--- config.mk ---
export PLATFORM = sky130hd
export DESIGN_NAME = lsu_lq_flat
export DESIGN_NICKNAME = d
export VERILOG_FILES = /design/src/rtl/lsu_lq_if.sv /design/src/rtl/lsu_lq.sv /design/src/flat_wrapper.sv
export SDC_FILE = /design/constraint.sdc
export NUM_CORES = 1
export LEC_CHECK = 0
export ABC_AREA = 1
export BUFFER_PORTS_ARGS = -buffer_cell sky130_fd_sc_hd__buf_2
export CAP_MARGIN = 10
export CORE_MARGIN = 2
export CORE_UTILIZATION = 61
export DETAILED_ROUTE_END_ITERATION = 8
export GPL_TIMING_DRIVEN = 0
export PLACE_DENSITY = 0.84
export SLEW_MARGIN = 5
export SYNTH_ARGS = -nofsm -noshare
export SYNTH_HDL_FRONTEND = slang
export SYNTH_SLANG_ARGS = --single-unit
export TNS_END_PERCENT = 50
--- constraint.sdc ---
create_clock -name clk -period 5.5 [get_ports clk]
set_clock_uncertainty 0.2 [all_clocks]
set_input_delay 0.55 -clock clk [delete_from_list [all_inputs] [get_ports clk]]
set_output_delay 0.55 -clock clk [all_outputs]
set_load 0.01 [all_outputs]
--- src/rtl/lsu_lq_if.sv ---
// Load-queue port bundle: LSU_ID allocation, SQ store-retire snoop, ROB load retire.
// The master modport drives requests; the slave modport is the load queue itself.
interface lsu_lq_if #(
  parameter int ADDR_WIDTH = 32,
  parameter int TAG_WIDTH  = 6
);
  logic                  i_flush;
  logic                  o_full;
  logic [TAG_WIDTH-1:0]  i_alloc_tag;
  logic [ADDR_WIDTH-1:0] i_alloc_addr;
  logic [3:0]            i_alloc_width;
  logic                  i_alloc_en;
  logic [ADDR_WIDTH-1:0] i_sq_retire_addr;
  logic [3:0]            i_sq_retire_width;
  logic                  i_sq_retire_en;
  logic [TAG_WIDTH-1:0]  i_lq_retire_tag;
  logic                  i_lq_retire_en;
  logic                  o_lq_retire_valid;
  logic                  o_lq_retire_mis_speculated;

  modport master (
    output i_flush, i_alloc_tag, i_alloc_addr, i_alloc_width, i_alloc_en,
           i_sq_retire_addr, i_sq_retire_width, i_sq_retire_en,
           i_lq_retire_tag, i_lq_retire_en,
    input  o_full, o_lq_retire_valid, o_lq_retire_mis_speculated
  );

  modport slave (
    input  i_flush, i_alloc_tag, i_alloc_addr, i_alloc_width, i_alloc_en,
           i_sq_retire_addr, i_sq_retire_width, i_sq_retire_en,
           i_lq_retire_tag, i_lq_retire_en,
    output o_full, o_lq_retire_valid, o_lq_retire_mis_speculated
  );
endinterface

--- src/rtl/lsu_lq.sv ---
// Load queue: holds issued loads until ROB retirement and flags any load whose
// bytes overlap a retiring store, so the ROB can flush and replay it.
module lsu_lq #(
  parameter int ADDR_WIDTH   = 32,
  parameter int TAG_WIDTH    = 6,
  parameter int LQ_DEPTH     = 8,
  parameter int LQ_TAG_WIDTH = 3
) (
  input logic     clk,
  input logic     n_rst,
  lsu_lq_if.slave bus
);

  logic [LQ_DEPTH-1:0]   valid_q, valid_d;
  logic [LQ_DEPTH-1:0]   mis_q, mis_d;
  logic [ADDR_WIDTH-1:0] addr_q  [LQ_DEPTH];
  logic [ADDR_WIDTH-1:0] addr_d  [LQ_DEPTH];
  logic [3:0]            width_q [LQ_DEPTH];
  logic [3:0]            width_d [LQ_DEPTH];
  logic [TAG_WIDTH-1:0]  tag_q   [LQ_DEPTH];
  logic [TAG_WIDTH-1:0]  tag_d   [LQ_DEPTH];

  logic [LQ_DEPTH-1:0]     empty;
  logic [LQ_DEPTH-1:0]     alloc_oh;
  logic                    alloc_fire;
  logic                    alloc_snoop;
  logic [LQ_DEPTH-1:0]     snoop_hit;
  logic [LQ_DEPTH-1:0]     match;
  logic [LQ_TAG_WIDTH-1:0] ret_idx;
  logic                    ret_valid;

  function automatic logic overlap(input logic [ADDR_WIDTH-1:0] la, input logic [3:0] lw,
                                   input logic [ADDR_WIDTH-1:0] sa, input logic [3:0] sw);
    return (la[ADDR_WIDTH-1:2] == sa[ADDR_WIDTH-1:2]) && |(lw & sw);
  endfunction

  assign empty       = ~valid_q;
  assign alloc_oh    = empty & ~(empty - LQ_DEPTH'(1));
  assign alloc_fire  = bus.i_alloc_en && !bus.o_full && !bus.i_flush;
  assign alloc_snoop = bus.i_sq_retire_en &&
                       overlap(bus.i_alloc_addr, bus.i_alloc_width,
                               bus.i_sq_retire_addr, bus.i_sq_retire_width);

  always_comb begin
    snoop_hit = '0;
    match     = '0;
    ret_idx   = '0;
    for (int i = 0; i < LQ_DEPTH; i++) begin
      snoop_hit[i] = bus.i_sq_retire_en && valid_q[i] &&
                     overlap(addr_q[i], width_q[i], bus.i_sq_retire_addr, bus.i_sq_retire_width);
      match[i]     = valid_q[i] && (tag_q[i] == bus.i_lq_retire_tag);
      // Tags are unique among valid slots, so OR-ing indices is a one-hot encoder.
      if (match[i]) ret_idx = ret_idx | LQ_TAG_WIDTH'(i);
    end
  end

  assign ret_valid                      = bus.i_lq_retire_en && |match;
  assign bus.o_full                     = &valid_q;
  assign bus.o_lq_retire_valid          = ret_valid;
  assign bus.o_lq_retire_mis_speculated = ret_valid && (mis_q[ret_idx] || snoop_hit[ret_idx]);

  always_comb begin
    valid_d = valid_q;
    mis_d   = mis_q | snoop_hit;
    addr_d  = addr_q;
    width_d = width_q;
    tag_d   = tag_q;
    // The alloc target is an empty slot, so it never collides with the retiring one.
    for (int i = 0; i < LQ_DEPTH; i++) begin
      if (alloc_fire && alloc_oh[i]) begin
        valid_d[i] = 1'b1;
        mis_d[i]   = alloc_snoop;
        addr_d[i]  = bus.i_alloc_addr;
        width_d[i] = bus.i_alloc_width;
        tag_d[i]   = bus.i_alloc_tag;
      end
    end
    if (ret_valid) begin
      valid_d = valid_d & ~match;
      mis_d   = mis_d & ~match;
    end
    if (bus.i_flush) begin
      valid_d = '0;
      mis_d   = '0;
    end
  end

  always_ff @(posedge clk or negedge n_rst) begin
    if (!n_rst) begin
      valid_q <= '0;
      mis_q   <= '0;
    end else begin
      valid_q <= valid_d;
      mis_q   <= mis_d;
    end
  end

  always_ff @(posedge clk) begin
    addr_q  <= addr_d;
    width_q <= width_d;
    tag_q   <= tag_d;
  end

endmodule

--- src/flat_wrapper.sv ---
// flat-port wrapper written by rule: the top's interface ports become plain ports
module lsu_lq_flat 
#(
  parameter int ADDR_WIDTH   = 32,
  parameter int TAG_WIDTH    = 6,
  parameter int LQ_DEPTH     = 8,
  parameter int LQ_TAG_WIDTH = 3
)
  (clk, n_rst, bus_i_flush, bus_i_alloc_tag, bus_i_alloc_addr, bus_i_alloc_width, bus_i_alloc_en, bus_i_sq_retire_addr, bus_i_sq_retire_width, bus_i_sq_retire_en, bus_i_lq_retire_tag, bus_i_lq_retire_en, bus_o_full, bus_o_lq_retire_valid, bus_o_lq_retire_mis_speculated);
  lsu_lq_if #(.ADDR_WIDTH(ADDR_WIDTH), .TAG_WIDTH(TAG_WIDTH)) bus_i ();
  input logic clk;
  input logic n_rst;
  input wire logic [$bits(bus_i.i_flush)-1:0] bus_i_flush;
  input wire logic [$bits(bus_i.i_alloc_tag)-1:0] bus_i_alloc_tag;
  input wire logic [$bits(bus_i.i_alloc_addr)-1:0] bus_i_alloc_addr;
  input wire logic [$bits(bus_i.i_alloc_width)-1:0] bus_i_alloc_width;
  input wire logic [$bits(bus_i.i_alloc_en)-1:0] bus_i_alloc_en;
  input wire logic [$bits(bus_i.i_sq_retire_addr)-1:0] bus_i_sq_retire_addr;
  input wire logic [$bits(bus_i.i_sq_retire_width)-1:0] bus_i_sq_retire_width;
  input wire logic [$bits(bus_i.i_sq_retire_en)-1:0] bus_i_sq_retire_en;
  input wire logic [$bits(bus_i.i_lq_retire_tag)-1:0] bus_i_lq_retire_tag;
  input wire logic [$bits(bus_i.i_lq_retire_en)-1:0] bus_i_lq_retire_en;
  output wire logic [$bits(bus_i.o_full)-1:0] bus_o_full;
  output wire logic [$bits(bus_i.o_lq_retire_valid)-1:0] bus_o_lq_retire_valid;
  output wire logic [$bits(bus_i.o_lq_retire_mis_speculated)-1:0] bus_o_lq_retire_mis_speculated;
  assign bus_i.i_flush = bus_i_flush;
  assign bus_i.i_alloc_tag = bus_i_alloc_tag;
  assign bus_i.i_alloc_addr = bus_i_alloc_addr;
  assign bus_i.i_alloc_width = bus_i_alloc_width;
  assign bus_i.i_alloc_en = bus_i_alloc_en;
  assign bus_i.i_sq_retire_addr = bus_i_sq_retire_addr;
  assign bus_i.i_sq_retire_width = bus_i_sq_retire_width;
  assign bus_i.i_sq_retire_en = bus_i_sq_retire_en;
  assign bus_i.i_lq_retire_tag = bus_i_lq_retire_tag;
  assign bus_i.i_lq_retire_en = bus_i_lq_retire_en;
  assign bus_o_full = bus_i.o_full;
  assign bus_o_lq_retire_valid = bus_i.o_lq_retire_valid;
  assign bus_o_lq_retire_mis_speculated = bus_i.o_lq_retire_mis_speculated;
  lsu_lq #(.ADDR_WIDTH(ADDR_WIDTH), .TAG_WIDTH(TAG_WIDTH), .LQ_DEPTH(LQ_DEPTH), .LQ_TAG_WIDTH(LQ_TAG_WIDTH)) u_core (.clk(clk), .n_rst(n_rst), .bus(bus_i));
endmodule
## Word level (Yosys, flattened, before mapping)

Cells that the tools add are included.

- Bits in registers: 352
- Bits in latches: 0
- Memory bits (writable): 0
- Bits in read-only memories: 0
- Input port bits: 90
- Logic and storage cells: 152
- Memories kept: 0

- $add $sub $neg: 1
- Multiply operators: 0
- Divide/modulo/power cells: 0
- Order comparisons: 1
- Equality and inequality tests: 17
- Shift operators: 0
- Multiplexer cells: 31
- Bitwise operators: 16
- Reduce and logical (&&, ||, !) cells: 60

Operator list:

| kind | number |
|---|---|
| $eq A30 B30 Y1 | 9 |
| $eq A6 B6 Y1 | 8 |
| $logic_and A1 B1 Y1 | 46 |
| $and A4 B4 Y4 | 9 |
| $reduce_or A4 Y1 | 9 |
| $mux W8 | 4 |
| $and A8 B8 Y8 | 3 |
| $not A8 Y8 | 3 |
| $mux W1 | 19 |
| $mux W3 | 4 |
| $or A8 B8 Y8 | 1 |
| $reduce_and A8 Y1 | 1 |
| $reduce_or A8 Y1 | 1 |
| $sub A8 B1 Y8 const B | 1 |
| $bmux W1 S3 | 2 |
| $lt A3 B4 Y1 const B | 1 |
| $mux W2 | 2 |
| $logic_not A1 Y1 | 2 |
| $logic_or A1 B1 Y1 | 1 |

## Longest topological paths before layout

Gate-level depths: netlist of run 1.

- Depth after elaboration: 13
- Mapped depth: 17
- Depth with buffers taken out: 16

## Worst setup path after synthesis of run 1

No wires, ideal clock.

- Path kind: register to register
- Start point: reg u_core.valid_q[2]
- End point: reg u_core.addr_q[130] (netlist name) (enable)
- Setup time: 0.494 ns
- Arrival time: 3.858 ns
- Path slack: 0.948 ns
- Stages on the path, launching flop included: 10
- Buffers on the path: 0
- Path through: dfrtp_1 > nand2_1 > nor3_2 > nand2_1 > nor2_1 > nand2_1 > nand2_2 > nor2_4 > nand2_1 > nor3_1

- Word-level cells in the longest chain between the ends: 5
- Elaborated cells on any way between the ends: 9
- Classes of those cells: 1 x add/sub; 3 x bitwise; 5 x reduce/logical

RTL lines:

| item | line | text |
|---|---|---|
| from (decl) | lsu_lq.sv:14 | `logic [LQ_DEPTH-1:0] valid_q, valid_d;` |
| from (signal assigned) | lsu_lq.sv:93 | `valid_q <= valid_d;` |
| $not A8 Y8 or $reduce_and A8 Y1 (tied branches) | lsu_lq.sv:37, lsu_lq.sv:58 |  |
| $sub A8 B1 Y8 or $logic_not A1 Y1 (tied branches) | lsu_lq.sv:38, lsu_lq.sv:39 |  |
| $not A8 Y8 or $logic_and A1 B1 Y1 (tied branches) | lsu_lq.sv:38, lsu_lq.sv:39 |  |
| $and A8 B8 Y8 or $logic_and A1 B1 Y1 (tied branches) | lsu_lq.sv:38, lsu_lq.sv:39 |  |
| $logic_and A1 B1 Y1 (*) | lsu_lq.sv:70 | `if (alloc_fire && alloc_oh[i]) begin` |
| to (signal assigned) | lsu_lq.sv:99 | `addr_q <= addr_d;` |
| to (decl) | lsu_lq.sv:16 | `logic [ADDR_WIDTH-1:0] addr_q [LQ_DEPTH];` |

Mark *: on every way between the ends. The rest lies on a longest branch, timed or not.
A chain may end at the register's enable or synchronous reset.

## Worst setup path after layout of run 1

- Start point: in bus_i_sq_retire_addr[23]
- End point: out bus_o_lq_retire_mis_speculated

- Word-level cells in the longest chain between the ends: 7
- Elaborated cells on any way between the ends: 28
- Classes of those cells: 8 x eq/ne; 2 x mux; 18 x reduce/logical

RTL lines:

| item | line | text |
|---|---|---|
| from (decl) | flat_wrapper.sv:18 | `input wire logic [$bits(bus_i.i_sq_retire_addr)-1:0] bus_i_sq_retire_addr;` |
| $eq A30 B30 Y1 | lsu_lq.sv:34 | `return (la[ADDR_WIDTH-1:2] == sa[ADDR_WIDTH-1:2]) && \|(lw & sw);` |
| $logic_and A1 B1 Y1 | lsu_lq.sv:34 |  |
| $logic_and A1 B1 Y1 | lsu_lq.sv:49 | `snoop_hit[i] = bus.i_sq_retire_en && valid_q[i] &&` |
| $bmux W1 S3 (*) | lsu_lq.sv:60 | `assign bus.o_lq_retire_mis_speculated = ret_valid && (mis_q[ret_idx] \|\| snoop_hit[ret_idx]);` |
| $mux W1 (not written as such) (*) | lsu_lq.sv:60 |  |
| $logic_or A1 B1 Y1 (*) | lsu_lq.sv:60 |  |
| $logic_and A1 B1 Y1 (*) | lsu_lq.sv:60 |  |
| to (decl) | flat_wrapper.sv:25 | `output wire logic [$bits(bus_i.o_lq_retire_mis_speculated)-1:0] bus_o_lq_retire_mis_speculated;` |

Mark *: on every way between the ends. The rest lies on a longest branch, timed or not. The select of a mux whose other input is x is not followed.

==> results of run 1 <==
-- layer usage --
| layer | vias up | global-route usage [%] | share of wire [%] |
|---|---|---|---|
| li1 | 5781 | - | - |
| met1 | 5964 | 52.8 | 38 |
| met2 | 847 | 62.2 | 46 |
| met3 | 166 | 7.44 | 11 |
| met4 | 2 | 20.5 | 6.1 |
| met5 | - | 0 | 0.018 |
-- cell type report --
type / count / area, um^2 / area share [%]
multi-input combinational: 1087 / 5370 / 28.7
clock inverter: 20 / 159 / 0.851
clock buffer: 46 / 980 / 5.25
tap: 341 / 427 / 2.28
buffer: 45 / 305 / 1.63
sequential: 336 / 10000 / 53.6
inverter: 245 / 920 / 4.92
timing repair buffer: 70 / 509 / 2.73
-- how the worst max path moves through the flow --
stage | startpoint | endpoint | cells after the start
6_report | bus_i_sq_retire_addr[23] | bus_o_lq_retire_mis_speculated | 16
5_1_grt | bus_i_sq_retire_addr[23] | bus_o_lq_retire_mis_speculated | 16
4_1_cts | bus_i_sq_retire_addr[23] | bus_o_lq_retire_mis_speculated | 16
3_5_place_dp | bus_i_sq_retire_addr[23] | bus_o_lq_retire_mis_speculated | 16
3_3_place_gp | u_core.valid_q[2]$_DFF_PN0_ | u_core.mis_q[3]$_DFF_PN0_ | 12
2_1_floorplan | u_core.valid_q[2]$_DFF_PN0_ | u_core.addr_q[130]$_DFFE_PP_ | 9
-- Yosys cell counts, drive strengths merged --
cell and count:
o21bai 1, o211ai 1, o22ai 9, o21ai 48
nor4 2, edfxtp 320, dfrtp 16, a211oi 4
nand4 60, nor2b 1, nor2 180, clkinv 1
o2111ai 1, xnor2 80, a22o 13, or2 29
clkbuf 4, inv 244, nor3b 4, nand2 545
nand3b 1, xor2 22, a21oi 16, a21boi 1
nand3 53, and2 1, buf 41, nor3 14
o221ai 1
-- report_power, final --
group	switching [mW]	leakage, nW	internal [mW]	total [mW]
Combinational	0.335	4.12	0.131	0.466
Clock	0.997	0.564	1.36	2.36
Sequential	0.0122	3.11	2.83	2.84
Total	1.34	7.80	4.32	5.67
-- per-stage QoR --
step | setup WS, ns | cell area (um^2) | hold slack [ns]
final | 1.70 | 18700 | 0.103
after floorplan | 0.948 | 16500 | 0.0544
after CTS | 1.83 | 18700 | 0.0981
after global routing | 1.69 | 18700 | 0.112
after global placement | -1.67 | 17200 | 0.288
after detailed placement | 1.84 | 17500 | 0.287
-- cell families (layout without fill, tap and decap cells) --
| family | Yosys count | after routing | synth area share, % |
|---|---|---|---|
| AOI/OAI and AO/OA | 95 | 95 | 3.45 |
| DFF | 336 | 336 | 60.5 |
| and+or+nand+nor | 890 | 890 | 23.3 |
| xor gates and xnor gates | 102 | 102 | 5.40 |
| buffers and inverters | 290 | 426 | 7.40 |
-- worst max-delay path, stage by stage --
cell and delay, ns:
buf_4 0.20, inv_1 0.26, nand2_1 0.12, o21ai_0 0.08
nor2_1 0.39, nand2_1 0.14, nor2_1 0.11, nand2_1 0.14
nor2_1 0.37, nand2_1 0.17, nand3_1 0.10, nand2_1 0.05
nor2_1 0.08, nor2_1 0.07, nor2_2 0.09, buf_2 0.12
-- state kept, by name (all words and copies together) (netlist names) --
signal	count
u_core.addr_q	240
u_core.mis_q	8
u_core.tag_q	48
u_core.valid_q	8
u_core.width_q	32
-- repair_timing --
item,CTS,global route
endpoints found under the hold margin,16,0
resized for setup,0,0
setup endpoints to repair,0,0
hold buffers,1,0
==> impl_metrics.toml, run 1 <==
[finish]
fillCellCount = 2018
postLayoutCoreUtil_pct = 69.7
syn_to_final_growth_pct = 12.9
drive_above_1_share_pct = 13.8
nets = 1911
fin_cells = 2190
final_common_cell = "nand2_1"
final_cell_mix = "nand2_1 (532), edfxtp_1 (320), inv_1 (222)"
antenna_cells = 0

[route]
drtIter0Drc = 1839
route.final.wire_length_um = 54600
drtAntennaViolNets = 0
wl_per_cell_um = 25.0
avgViaCountPerCell = 5.83
vias = 12800
drc = 0
dr.pass1.iters = 5

[placement]
dp_hpwl_um = 40200
place_inst = 2123
place_congestion = 0.967
place.port_buffers = 53

[worst_hold_path]
worstHoldEndpoint = "u_core.tag_q[1]$_DFFE_PP_"
holdPathStages = 1
hold_class = "input port to flip-flop"
hold_start = "bus_i_alloc_tag[1]"

[cts]
cts_tree = "built"
cts_max_path_buffers = 3
numCtsBuffers = 36
cts.htree.levels = 2
clk_latency_ns = 0.53
clk_pin_slew_ns = 0.06
postCtsSetupRepairBufs = 0
cts_root_buf = "clkbuf_16"
cts_sinks = 336

[die]
core_mm2 = 0.0268
io_pins = 93
dieWidth_um = 169
start_util_pct = 61.7
die_area_mm2 = 0.0285
rows = 60
die_h_um = 169

[sta]
worstMarginPinSlew_ns = 0.844
final.setup.tns_ns = 0
rsz0062_at_grt = "no"
layout_min_cycle_time_ns = 3.80
fmax_mhz = 263
maxSlewHeadroom_pct = 43.6
fin_crit_sh_pct = 69.2
drv_slew = 0
finalHoldViolCount = 0
setup_violations = 0

[power_and_ir_drop]
p_leak_nw = 7.80
p_total_mw = 5.67
powerDensity_mw_per_mm2 = 303
irDropWorstVdd_mv = 0.309

[critical_path]
endpoint_kind = "output port"
rr_worst_depth = 12
crit_path_start_kind = "input port"
r2r_start = "u_core.valid_q[2]$_DFF_PN0_"
rrSetupSlack_ns = 2.57
cp.arrival_ns = 3.05
path_max_fanout = 10
rr_endpoint = "u_core.addr_q[101]$_DFFE_PP_"
worstPathRequired_ns = 4.75
path_class = "input port to output port"

[synthesis]
seq_area_frac_synth_pct = 60.5
synth_top_area_share_pct = 58.1
synth_nets = 1803
yosys_warnings = 0
netlist_instances = 1713
syn-cell-area_mm2 = 0.0165
yosysTopAreaCell = "edfxtp_1"
synth_cell_types = 45
syn_avg_cell_area_um2 = 9.66
ys_seq_elements = 336
yosys-top-cells-area = "edfxtp_1 (58%), nand2_1 (12%), inv_1 (5.0%), xnor2_1 (4.2%), nor2_1 (3.8%)"

[global_route]
grt_pass1_wl_um = 79500
grt_max_degree = 27
antenna_found_initial = 1
overflow = 0
grt_pass1_vias = 12100
grtUsageTotal_pct = 39.5

[run_status]
outcome = "completed"

[flow_run]
cap_violations = 0
No activity file was read; power rests on OpenSTA's default activity.
==> inputs of run 2 (changes only) <==
Settings changed: ABC_AREA 1 to 0.
Clock period 5.5 ns to 3.8 ns, I/O delays scaled along.
==> impl_metrics.toml, run 2 <==
[route]
wl_met2_um = 18300
wl_met1_um = 13400
drtAntennaViolNets = 0
wl_per_cell_um = 27.0
avgViaCountPerCell = 6.19
vias = 8554
drc = 0
top_layer = "met4"
route.final.wire_length_um = 37300
dr.pass1.iters = 5
met3WireLength_um = 3450
drtIter0Drc = 946

[finish]
nets = 1125
final_common_cell = "edfxtp_1"
postLayoutCoreUtil_pct = 72.1
fillCellCount = 1423
reg.largest.list = "u_core.addr_q (240), u_core.tag_q (48), u_core.width_q (32)"
register_area_mm2 = 0.0100
drive_above_1_share_pct = 16.3
largest_reg_flops = 240
multi_input_area_mm2 = 0.00431
final_cell_mix = "edfxtp_1 (320), xnor2_1 (242), xor2_1 (76), buf_2 (76), nand4_1 (60)"
regMostFlops = "u_core.addr_q"
syn_to_final_growth_pct = 16.4

[critical_path]
crit_path_start_kind = "flip-flop"
slowest_stage = "nor4_2"
path_class = "flip-flop to output port"
worstPathRequired_ns = 3.22
rrSetupSlack_ns = 0.93
rr_endpoint = "u_core.addr_q[143]$_DFFE_PP_"
endpoint_kind = "output port"
critPathMaxStageDelay_ns = 0.59
rr_worst_depth = 6
path_cells = "xnor2_1 > nand4_1 > nor4_2 > a41o_1 > nor3_1 > or4_4 > o22ai_2 > buf_2"
cp.arrival_ns = 3.20
r2r_start = "u_core.valid_q[5]$_DFF_PN0_"
path_max_fanout = 2

[synthesis]
synth_ff_type = "edfxtp_1"
syn_avg_cell_area_um2 = 15.6
netlist_instances = 926
synth-edff-count = 320
yosysMostFrequentCell = "edfxtp_1"
yosysTopAreaCell = "edfxtp_1"
syn-cell-area_mm2 = 0.0144
synth_cell_types = 36
yosys_warnings = 0
ys_seq_elements = 336
ys_async_sr_fraction_pct = 4.76
seq_area_frac_synth_pct = 69.3
synth_top_area_share_pct = 66.5
synth_nets = 1016
synth_commonest_cells = "edfxtp_1 (320), xnor2_1 (242), xor2_1 (76)"
yosys-top-cells-area = "edfxtp_1 (67%), xnor2_1 (15%), xor2_1 (4.6%), dfrtp_1 (2.8%), nand4_1 (2.6%)"

[worst_hold_path]
hold_class = "input port to flip-flop"
hold_start = "bus_i_alloc_addr[30]"
holdPathStages = 1
worstHoldEndpoint = "u_core.addr_q[158]$_DFFE_PP_"

[power_and_ir_drop]
p_comb_share_pct = 6.3
clkPwrFrac_pct = 44.4
p_seq_share_pct = 49.3
p_leak_nw = 5.42
swShare_pct = 20.7
p_total_mw = 8.33
irDropWorstVdd_mv = 0.449
p_int_mw = 6.61
powerDensity_mw_per_mm2 = 496
switchingPower_mw = 1.73

[sta]
setup_violations = 0
drv_slew = 0
finalHoldViolCount = 0
fmax_mhz = 264
worstMarginPinSlew_ns = 0.970
rsz0062_at_grt = "no"
fin_crit_sh_pct = 99.6
whs_ns = 0.0251
layout_min_cycle_time_ns = 3.78
maxSlewHeadroom_pct = 34.8

[die]
dieWidth_um = 158
io_pins = 93
die_area_mm2 = 0.0249
die_h_um = 158
start_util_pct = 61.9
rows = 56
core_mm2 = 0.0233

[cts]
clk_latency_ns = 0.52
clk_pin_slew_ns = 0.06
cts_max_path_buffers = 3
cts_sinks = 336
cts_tree = "built"
numCtsBuffers = 34
cts.htree.levels = 2
cts_root_buf = "clkbuf_16"

[placement]
place_congestion = 0.851
place.port_buffers = 46
dp_hpwl_um = 24100

[global_route]
overflow = 0
antenna_found_initial = 0
grtUsageTotal_pct = 30.5
grt_max_degree = 32
grt_pass1_vias = 8562
grt_pass1_wl_um = 53200

[flow_run]
cap_violations = 0

[run_status]
outcome = "completed"
==> run 2: changes by cell type after synthesis, sizes merged, moves of 8 or more <==
cell    change
or2        -26
inv       -239
xnor2     +162
nor2      -166
a221oi      +9
nand3      -34
nor4       +31
xor2       +54
o21ai      -47
o22ai       -8
nand2     -534
==> run 2: logic make-up (layout without fill, tap and decap cells) <==
kind of cell	after synthesis	after routing	share of synthesized area, %
buffers and inverters	49	184	1.77
AND/OR/NAND/NOR	175	175	7.07
multiplexers	4	4	0.277
other	0	1	0
flip-flops	336	336	69.3
XOR/XNOR	318	318	19.3
AO/OA/AOI/OAI	44	44	2.33
==> run 2: worst max-delay path by stage <==
stage                                            start                              to  slack (ns)  cells after the start
after floorplan            u_core.valid_q[3]$_DFF_PN0_       u_core.mis_q[5]$_DFF_PN0_       -0.63                      5
after global placement                     bus_i_flush       u_core.mis_q[5]$_DFF_PN0_       -2.46                      6
after detailed placement      bus_i_sq_retire_addr[18]  bus_o_lq_retire_mis_speculated       -0.12                      9
after CTS                 u_core.addr_q[211]$_DFFE_PP_  bus_o_lq_retire_mis_speculated        0.03                      8
after global routing         u_core.tag_q[1]$_DFFE_PP_  bus_o_lq_retire_mis_speculated        0.02                      8
final                     u_core.addr_q[221]$_DFFE_PP_  bus_o_lq_retire_mis_speculated        0.02                      8
==> run 2: power by group through the flow <==
stage	logic (mW)	registers, mW	clock network [mW]
after CTS	0.516	4.11	3.71
after floorplan	0.287	4.18	0
final	0.522	4.11	3.70
after detailed placement	0.496	4.19	0
after global placement	0.476	4.19	0
after global routing	0.551	4.11	3.83
==> run 2: through the flow <==
step	area [um^2]	setup TNS, ns	setup slack [ns]	std cells
finish	16800	0	0.0157	1381
global route	16800	0	0.0187	1380
CTS	16800	0	0.0297	1380
detailed placement	15400	-0.118	-0.118	1304
global placement	15100	-275.43	-2.46	1291
floorplan	14500	-23.47	-0.626	926
==> run 2: area by class of cell <==
cell class,count,area share (%)
flip-flops and latches,336,59.5
multi-input cells,541,25.6
clock buffers,43,5.70
repair buffers,73,3.52
well taps,319,2.37
clock inverters,19,1.74
plain buffers,44,1.41
inverters,5,0.112
diodes,1,0.0149
==> run 2: worst max-delay path: cells and delay by family, from the launching register on <==
kind	cells	cell delay, ns
AND/OR/NAND/NOR	4	1.40
flip-flops	1	0.40
AO/OA/AOI/OAI	2	0.48
XOR/XNOR	1	0.24
buffers and inverters	1	0.17
==> run 2: what timing repair did <==
action,CTS,global route
setup buffers,0,0
hold buffers,14,0
resized for setup,2,7
endpoints found under the hold margin,106,0
setup endpoints to repair,1,1
==> run 2: routing by layer <==
layer	up-vias	global-route usage, %
met1	4206	37.8
met5	-	0
met4	0	16.4
li1	3657	-
met2	557	50.9
met3	134	5.97
